`config.mk`:
```
export PLATFORM = sky130hd
export DESIGN_NAME = mem_wb
export DESIGN_NICKNAME = d
export VERILOG_FILES = /design/src/rtl/mem_wb_pkg.sv /design/src/rtl/mem_wb_pipe_reg.sv /design/src/rtl/mem_wb.sv
export SDC_FILE = /design/constraint.sdc
export NUM_CORES = 1
export LEC_CHECK = 0
export ABC_CLOCK_PERIOD_IN_PS = 800
export CAP_MARGIN = 30
export CORE_ASPECT_RATIO = 0.5
export CORE_MARGIN = 2
export CORE_UTILIZATION = 35
export CTS_BUF_LIST = sky130_fd_sc_hd__clkbuf_4 sky130_fd_sc_hd__clkbuf_8
export CTS_CLUSTER_SIZE = 16
export DETAILED_ROUTE_END_ITERATION = 8
export PLACE_DENSITY = 0.82
export SETUP_SLACK_MARGIN = 0.3
export SYNTH_ARGS = -nofsm -noshare
export SYNTH_HDL_FRONTEND = slang
export SYNTH_SLANG_ARGS = --single-unit
```
`constraint.sdc`:
```
create_clock -name clk -period 0.8 [get_ports clk]
set_clock_uncertainty 0.1 [all_clocks]
set_input_delay 0.08 -clock clk [delete_from_list [all_inputs] [get_ports clk]]
set_output_delay 0.08 -clock clk [all_outputs]
set_load 0.02 [all_outputs]
```
`src/rtl/mem_wb_pkg.sv`:
```
// Shared pipeline definitions for the 64-bit RISC-V style core.
// Widths and the MEM/WB bundle used by neighbouring stages.
package mem_wb_pkg;

   localparam int XLEN       = 64;
   localparam int REG_ADDR_W = 5;

   typedef struct packed {
      logic                  RegWrite;
      logic                  MemtoReg;
      logic [XLEN-1:0]       data;
      logic [XLEN-1:0]       alu;
      logic [REG_ADDR_W-1:0] rd;
   } mem_wb_t;

endpackage

```
`src/rtl/mem_wb_pipe_reg.sv`:
```
// Generic pipeline register with a synchronous active-low clear.
// Loads every cycle; clear wins over the incoming data.
module pipe_reg #(
   parameter int W = 8
) (
   input  logic         clk,
   input  logic         rstN,
   input  logic [W-1:0] d,
   output logic [W-1:0] q
);

   // capture d each edge, or zero it when clear is sampled low
   always_ff @(posedge clk) begin
      if (!rstN) begin
         q <= '0;
      end else begin
         q <= d;
      end
   end

endmodule

```
`src/rtl/mem_wb.sv`:
```
// MEM/WB pipeline register: holds write-back controls, load data,
// ALU result and destination index for one cycle.
module mem_wb #(
   parameter int DATA_W     = mem_wb_pkg::XLEN,
   parameter int REG_ADDR_W = mem_wb_pkg::REG_ADDR_W
) (
   input  logic                  clk,
   input  logic                  reset,
   input  logic                  RegWrite,
   input  logic                  MemtoReg,
   input  logic [DATA_W-1:0]     Dataout_Memory,
   input  logic [DATA_W-1:0]     AluOut_in,
   input  logic [REG_ADDR_W-1:0] Rd_in,
   output logic                  RegWrite_Out,
   output logic                  MemtoReg_Out,
   output logic [DATA_W-1:0]     DataOut,
   output logic [DATA_W-1:0]     AluOut,
   output logic [REG_ADDR_W-1:0] Rd_out
);

   localparam int W = 2 + 2 * DATA_W + REG_ADDR_W;

   logic [W-1:0] stageD;
   logic [W-1:0] stageQ;

   // pack the fields in mem_wb_t order
   always_comb begin
      stageD = {RegWrite, MemtoReg, Dataout_Memory, AluOut_in, Rd_in};
   end

   pipe_reg #(
      .W (W)
   ) uStage (
      .clk  (clk),
      .rstN (reset),
      .d    (stageD),
      .q    (stageQ)
   );

   // unpack the registered bundle onto the write-back outputs
   always_comb begin
      {RegWrite_Out, MemtoReg_Out, DataOut, AluOut, Rd_out} = stageQ;
   end

endmodule

```
# Word level (Yosys, flattened, before mapping)
# Cells that the tools add are included.
[word_totals]
register_bits = 135
out_inout_bits = 135
elab_cells = 1

# Longest topological paths before layout
# Gate-level depths: netlist (run 1).
[logic_depth]
ltp_word = 0
ltp_mapped = 3
mapped_depth_nobuf = 1

# Worst setup path after synthesis (run 1)
# No wires, ideal clock.
[synth_path]
path_type = "input to register"
start = "input port reset"
end = "register uStage.q[100]"
setup_time_ns = 0.115
t_arrival_ns = 0.431
required_ns = 0.585
setup_slack_ns = 0.154
cell_stages = 3
path_cell_list = "buf_6 > buf_6 > and2_1"
[synth_rtl]
columns = ["element", "line_no", "text"]
rows = [
  ["start: declaration", "mem_wb.sv:8", "input logic reset,"],
  ["end signal: assignment", "mem_wb_pipe_reg.sv:15", "q <= '0;"],
  ["end signal: assignment", "mem_wb_pipe_reg.sv:17", "q <= d;"],
  ["end: declaration", "mem_wb_pipe_reg.sv:9", "output logic [W-1:0] q"],
]
# No word-level cell between the ends.

# Worst setup path after layout (run 1)
[layout_path]
start = "register uStage.q[37]"
end = "output port AluOut[32]"
[layout_rtl]
columns = ["element", "line_no", "text"]
rows = [
  ["end: declaration", "mem_wb.sv:17", "output logic [DATA_W-1:0] AluOut,"],
]
# No word-level cell between the ends.

==> results of run 1 <==
==> metrics by stage <==
step           std cells  hold WS (ns)  worst slack [ns]  area, um2
2_1_floorplan        284        0.1065            0.1602       4220
3_3_place_gp         684        0.4630           -0.3265       6984
3_5_place_dp         684        0.4731           -0.3209       6984
4_1_cts              715       0.01795           -0.2906       7551
5_1_grt              715       0.02696           -0.3105       7551
6_report             715       0.05028           -0.2651       7551
==> metal layers <==
layer	track usage, %	vias to the layer above	part of all wire [%]
met2	36.62	81	56
met1	19.05	1323	36
met3	6.048	19	5.5
met4	8.190	0	2.0
li1	-	1413	-
met5	0	-	0
==> power breakdown <==
group          internal (mW)  switching, mW
logic                   1.41          0.848
registers               6.89          0.162
clock network           3.08           2.49
==> cell type report <==
cell class	count	area, um2
sequential	135	3209
tap	140	175.2
clock buffer	18	241.5
fill	692	2631
multi-input combinational	135	844.6
timing repair buffer	274	2924
clock inverter	13	156.4
==> cell families after synthesis <==
family / count (synthesis) / share of synthesized area [%]
DFF: 135 / 73.95
and+or+nand+nor: 135 / 23.11
buffers and inverters: 14 / 2.944
==> how the worst max path moves through the flow <==
stage,startpoint,end,slack (ns),cells after the start
final,uStage.q[37],AluOut[32],-0.27,1
after global routing,uStage.q[34],AluOut[29],-0.31,1
after CTS,uStage.q[37],AluOut[32],-0.29,1
after detailed placement,uStage.q[129],DataOut[60],-0.32,1
after global placement,uStage.q[129],DataOut[60],-0.33,1
after floorplan,reset,uStage.q[100],0.16,3
==> timing repair <==
action,in CTS,in global routing
pin swaps,0,0
setup endpoints to repair,135,135
resized for setup,810,0
buffers inserted,0,0
==> cells in the final DEF (no fill, tap or decap), drive strengths merged <==
cell           count
bufinv             3
clkinvlp           4
inv                1
buf              139
clkbuf            18
dfxtp            135
clkdlybuf4s50    135
clkinv             5
and2             135
==> flow_summary.json, run 1 <==
{
  "status": "finished with violations",
  "violations": "negative setup slack",
  "slew_violations": 0,
  "p_leak_nw": 3.135,
  "dieHeight_um": 76.26,
  "relSlewSlack_pct": 86.23,
  "setup_violations": 135,
  "synth_largest_area_cell": "dfxtp_1",
  "diodes": 0,
  "die_width_um": 148.5,
  "critPathRequiredTime_ns": 0.62,
  "p_total_mw": 14.88,
  "gp_congestion": 0.7707,
  "cts_num_sinks": 135,
  "crit_path_max_incr_delay_ns": 0.35,
  "hold_path_class": "primary input to flip-flop",
  "hold_violations": 0,
  "largest_reg_flops": 135,
  "dr.pass1.iters": 4,
  "grt_pass1_wl_mm": 16.09,
  "synth_area_per_cell_um2": 12.87,
  "grt_max_degree": 66,
  "fin_crit_ns": 1.065,
  "finalCritPeriodShare_pct": 133.1,
  "grt_usage_pct": 19.13,
  "cts-hold-fix-buffers": 0,
  "drv_cap": 0,
  "synth_area_leaders": "dfxtp_1 (74%), and2_1 (23%), buf_6 (1.8%)",
  "cp-end-kind": "output pin",
  "wirelength_mm": 10.66,
  "vias": 2836,
  "tns_ns": -33.78,
  "nets": 700,
  "synth_edf_count": 0,
  "tightest_slew_ns": 0.2066,
  "min_to": "uStage.q[16]",
  "hpwl_mm": 8.368,
  "ios": 272,
  "cts_buffers": 17,
  "ys_warn_count": 0,
  "finalWorstSetupSlack_ns": -0.2651,
  "ys_seq_area_share_pct": 73.95,
  "synth_top_area_share_pct": 73.95,
  "syn_inst": 284,
  "syn_to_final_growth_pct": 106.6,
  "io_buffer_count": 271,
  "startpoint_type": "flip-flop",
  "grt_pass1_vias": 3030,
  "overflow": 0,
  "powerDensity_nw_per_um2": 1970,
  "async_flop_share_pct": 0,
  "ys_seq_elements": 135,
  "cts_tree": "yes",
  "ant_nets": 0,
  "hold_depth": 3,
  "path_cells": "buf_6",
  "fin_util_pct": 74.16,
  "cp_top_family": "flip-flops",
  "drive_gt1_share_pct": 52.87,
  "fmaxAchievable_mhz": 938.8,
  "clock-root-buffer": "clkbuf_8",
  "ys_types": 4,
  "dieArea_um2": 11330,
  "top_register": "uStage.q",
  "avgRoutedWirePerCell_um": 14.90,
  "crit_fanout": 1,
  "synth_commonest_cells": "and2_1 (135), dfxtp_1 (135), buf_2 (8)",
  "hp-start": "reset",
  "viasPerCell": 3.966,
  "worst_path_max_delay_cell": "dfxtp_4",
  "drc_errors": 0,
  "synth-main-ff-cell": "dfxtp_1",
  "coreArea_um2": 10180,
  "initial_utilization_pct": 35.89,
  "reg.largest.list": "uStage.q: 135 flops",
  "rsz0062_at_grt": "true",
  "first_iter_violations": 78,
  "synth_area_um2": 3655,
  "crit_type": "flip-flop to output pin",
  "clockBufferDepth": 2,
  "crit_arrival_ns": 0.89,
  "htree_num_levels": 4,
  "synth.net_count": 421,
  "peakVddDrop_uv": 1253,
  "rows": 26,
  "clk_pin_slew_ns": 0.08,
  "antenna_found_initial": 0,
  "crit_buf_inv": 1
}
No activity file was read; power rests on OpenSTA's default activity.
==> run 2, diff against run 1 <==
--- a/config.mk
+++ b/config.mk
@@ -7,5 +7,5 @@
 export LEC_CHECK = 0
 export ABC_CLOCK_PERIOD_IN_PS = 800
-export CAP_MARGIN = 30
+export CAP_MARGIN = 0
 export CORE_ASPECT_RATIO = 0.5
 export CORE_MARGIN = 2
==> constraint.sdc (replaced) <==
create_clock -name clk -period 0.8 [get_ports clk]
set_clock_uncertainty 0.1 [all_clocks]
set_input_delay 0.08 -clock clk [delete_from_list [all_inputs] [get_ports clk]]
set_output_delay 0.08 -clock clk [all_outputs]
set_load 0.1 [all_outputs]
==> run 2 against run 1 <==
Net effect:
- the flow still finishes with violations (negative setup slack)
- sequential power is 2% higher
- worst setup slack worse by 0.090 ns
- utilization is 12 points higher
- non-clock buffer count stayed put
- cell area is 16% higher
- clock power is 14% higher
- maximum frequency is 7.8% lower
- cell count is 0.14% higher
- combinational power is 130% higher
- critical endpoint is now AluOut[15]
- highest routed layer unchanged
- sequential cell count stayed put
- first-iteration DRC count is 28% lower
- largest cell class is now buffers
==> flow_summary.json, run 2 (same netlist as run 1, synthesis figures left out) <==
{
  "crit_path_max_incr_delay_ns": 0.37,
  "drive_gt1_share_pct": 52.95,
  "initial_utilization_pct": 35.89,
  "grt_max_degree": 58,
  "crit_buf_inv": 1,
  "placedCellCount": 684,
  "path_cells": "buf_12",
  "dr.pass1.iters": 4,
  "dieArea_um2": 11330,
  "clock-root-buffer": "clkbuf_8",
  "diodes": 0,
  "first_iter_violations": 56,
  "largest_reg_flops": 135,
  "crit_arrival_ns": 0.97,
  "rows": 26,
  "hold_violations": 0,
  "finalWorstSetupSlack_ns": -0.3547,
  "die_width_um": 148.5,
  "fin_area_um2": 8783,
  "rsz0062_at_grt": "true",
  "viasPerCell": 4.085,
  "fin_util_pct": 86.26,
  "powerDensity_nw_per_um2": 2134,
  "cts_buffers": 17,
  "violations": "negative setup slack",
  "tightest_slew_ns": 0.1948,
  "coreArea_um2": 10180,
  "ant_nets": 0,
  "dieHeight_um": 76.26,
  "wirelength_mm": 12.63,
  "relSlewSlack_pct": 87.01,
  "nets": 700,
  "slew_violations": 0,
  "clk_pin_slew_ns": 0.08,
  "worst_path_max_delay_cell": "dfxtp_4",
  "setup_violations": 135,
  "fin_cells": 716,
  "cts_num_sinks": 135,
  "avgRoutedWirePerCell_um": 17.63,
  "top_register": "uStage.q",
  "crit_fanout": 1,
  "antenna_found_initial": 0,
  "crit_type": "flip-flop to output pin",
  "reg.largest.list": "uStage.q: 135 flops",
  "hpwl_mm": 9.767,
  "grt_usage_pct": 23.26,
  "cts-hold-fix-buffers": 0,
  "dpl_cell_area_um2": 8333,
  "fmaxAchievable_mhz": 866.0,
  "syn_to_final_growth_pct": 140.3,
  "cp-end-kind": "output pin",
  "drv_cap": 0,
  "fin_crit_ns": 1.155,
  "final_cell_mix": "buf_12 (137), and2_1 (135), clkdlybuf4s50_1 (135), dfxtp_4 (135), clkbuf_8 (17)",
  "clockBufferDepth": 2,
  "io_buffer_count": 271,
  "hold_path_class": "primary input to flip-flop",
  "drc_errors": 0,
  "status": "finished with violations",
  "overflow": 0,
  "ios": 272,
  "cp_top_family": "flip-flops",
  "htree_num_levels": 4,
  "cts_tree": "yes",
  "startpoint_type": "flip-flop",
  "grt_pass1_wl_mm": 19.29,
  "gp_congestion": 0.7574,
  "tns_ns": -43.45,
  "final_common_cell": "buf_12",
  "grt_pass1_vias": 3311,
  "peakVddDrop_uv": 1432,
  "critPathRequiredTime_ns": 0.62,
  "place_ws_ns": -0.09684,
  "p_leak_nw": 3.525,
  "finalCritPeriodShare_pct": 144.3,
  "vias": 2925
}
==> run 2: cell types whose count changed in the layout (fill, tap and decap cells not counted) <==
cell	previous run	this run
clkinv_4	1	2
inv_6	1	0
clkinv_2	3	4
buf_12	2	137
buf_6	135	0
bufinv_16	3	5
clkinvlp_4	4	2
==> run 2: path summary, 6_finish.rpt <==
path         start      endpoint  cells past startpoint
min          reset  uStage.q[10]                      3
max   uStage.q[20]    AluOut[15]                      1
==> run 2: layout make-up <==
type	instances	area, um2
repair buffers	274	4106
flip-flops and latches	135	3209
fillers	462	1399
multi-input cells	135	844.6
clock buffers	18	241.5
clock inverters	14	206.4
well taps	140	175.2
==> run 2: repair_timing <==
item / 4_1_cts / 5_1_grt
buffers inserted: 0 / 0
endpoints found under the setup margin: 135 / 135
resized for setup: 0 / 1
==> run 2: stage by stage <==
| stage | power [mW] | hold WS [ns] |
|---|---|---|
| 2_1_floorplan | 10.15 | 0.1065 |
| 3_3_place_gp | 12.47 | 0.4601 |
| 3_5_place_dp | 12.57 | 0.4575 |
| 4_1_cts | 18.94 | 0.03883 |
| 5_1_grt | 19.36 | 0.05301 |
| 6_report | 18.75 | 0.06239 |
==> run 2: power breakdown <==
group          switching, mW  internal (mW)
clock network           2.63           3.72
registers              0.308           6.89
logic                   3.08           2.12
==> run 2: metal layers <==
metal / wire (um) / global-route usage [%] / vias to the layer above
li1: - / - / 1412
met1: 4349 / 22.85 / 1380
met2: 7291 / 45.56 / 110
met3: 695 / 7.365 / 23
met4: 288 / 8.571 / 0
met5: 0 / 0 / -
==> run 3, diff against run 2 <==
- GPL_ROUTABILITY_DRIVEN: not set -> 0
==> results of run 3 <==
No change in the layout: final DEF, timing and power equal those of run 2.
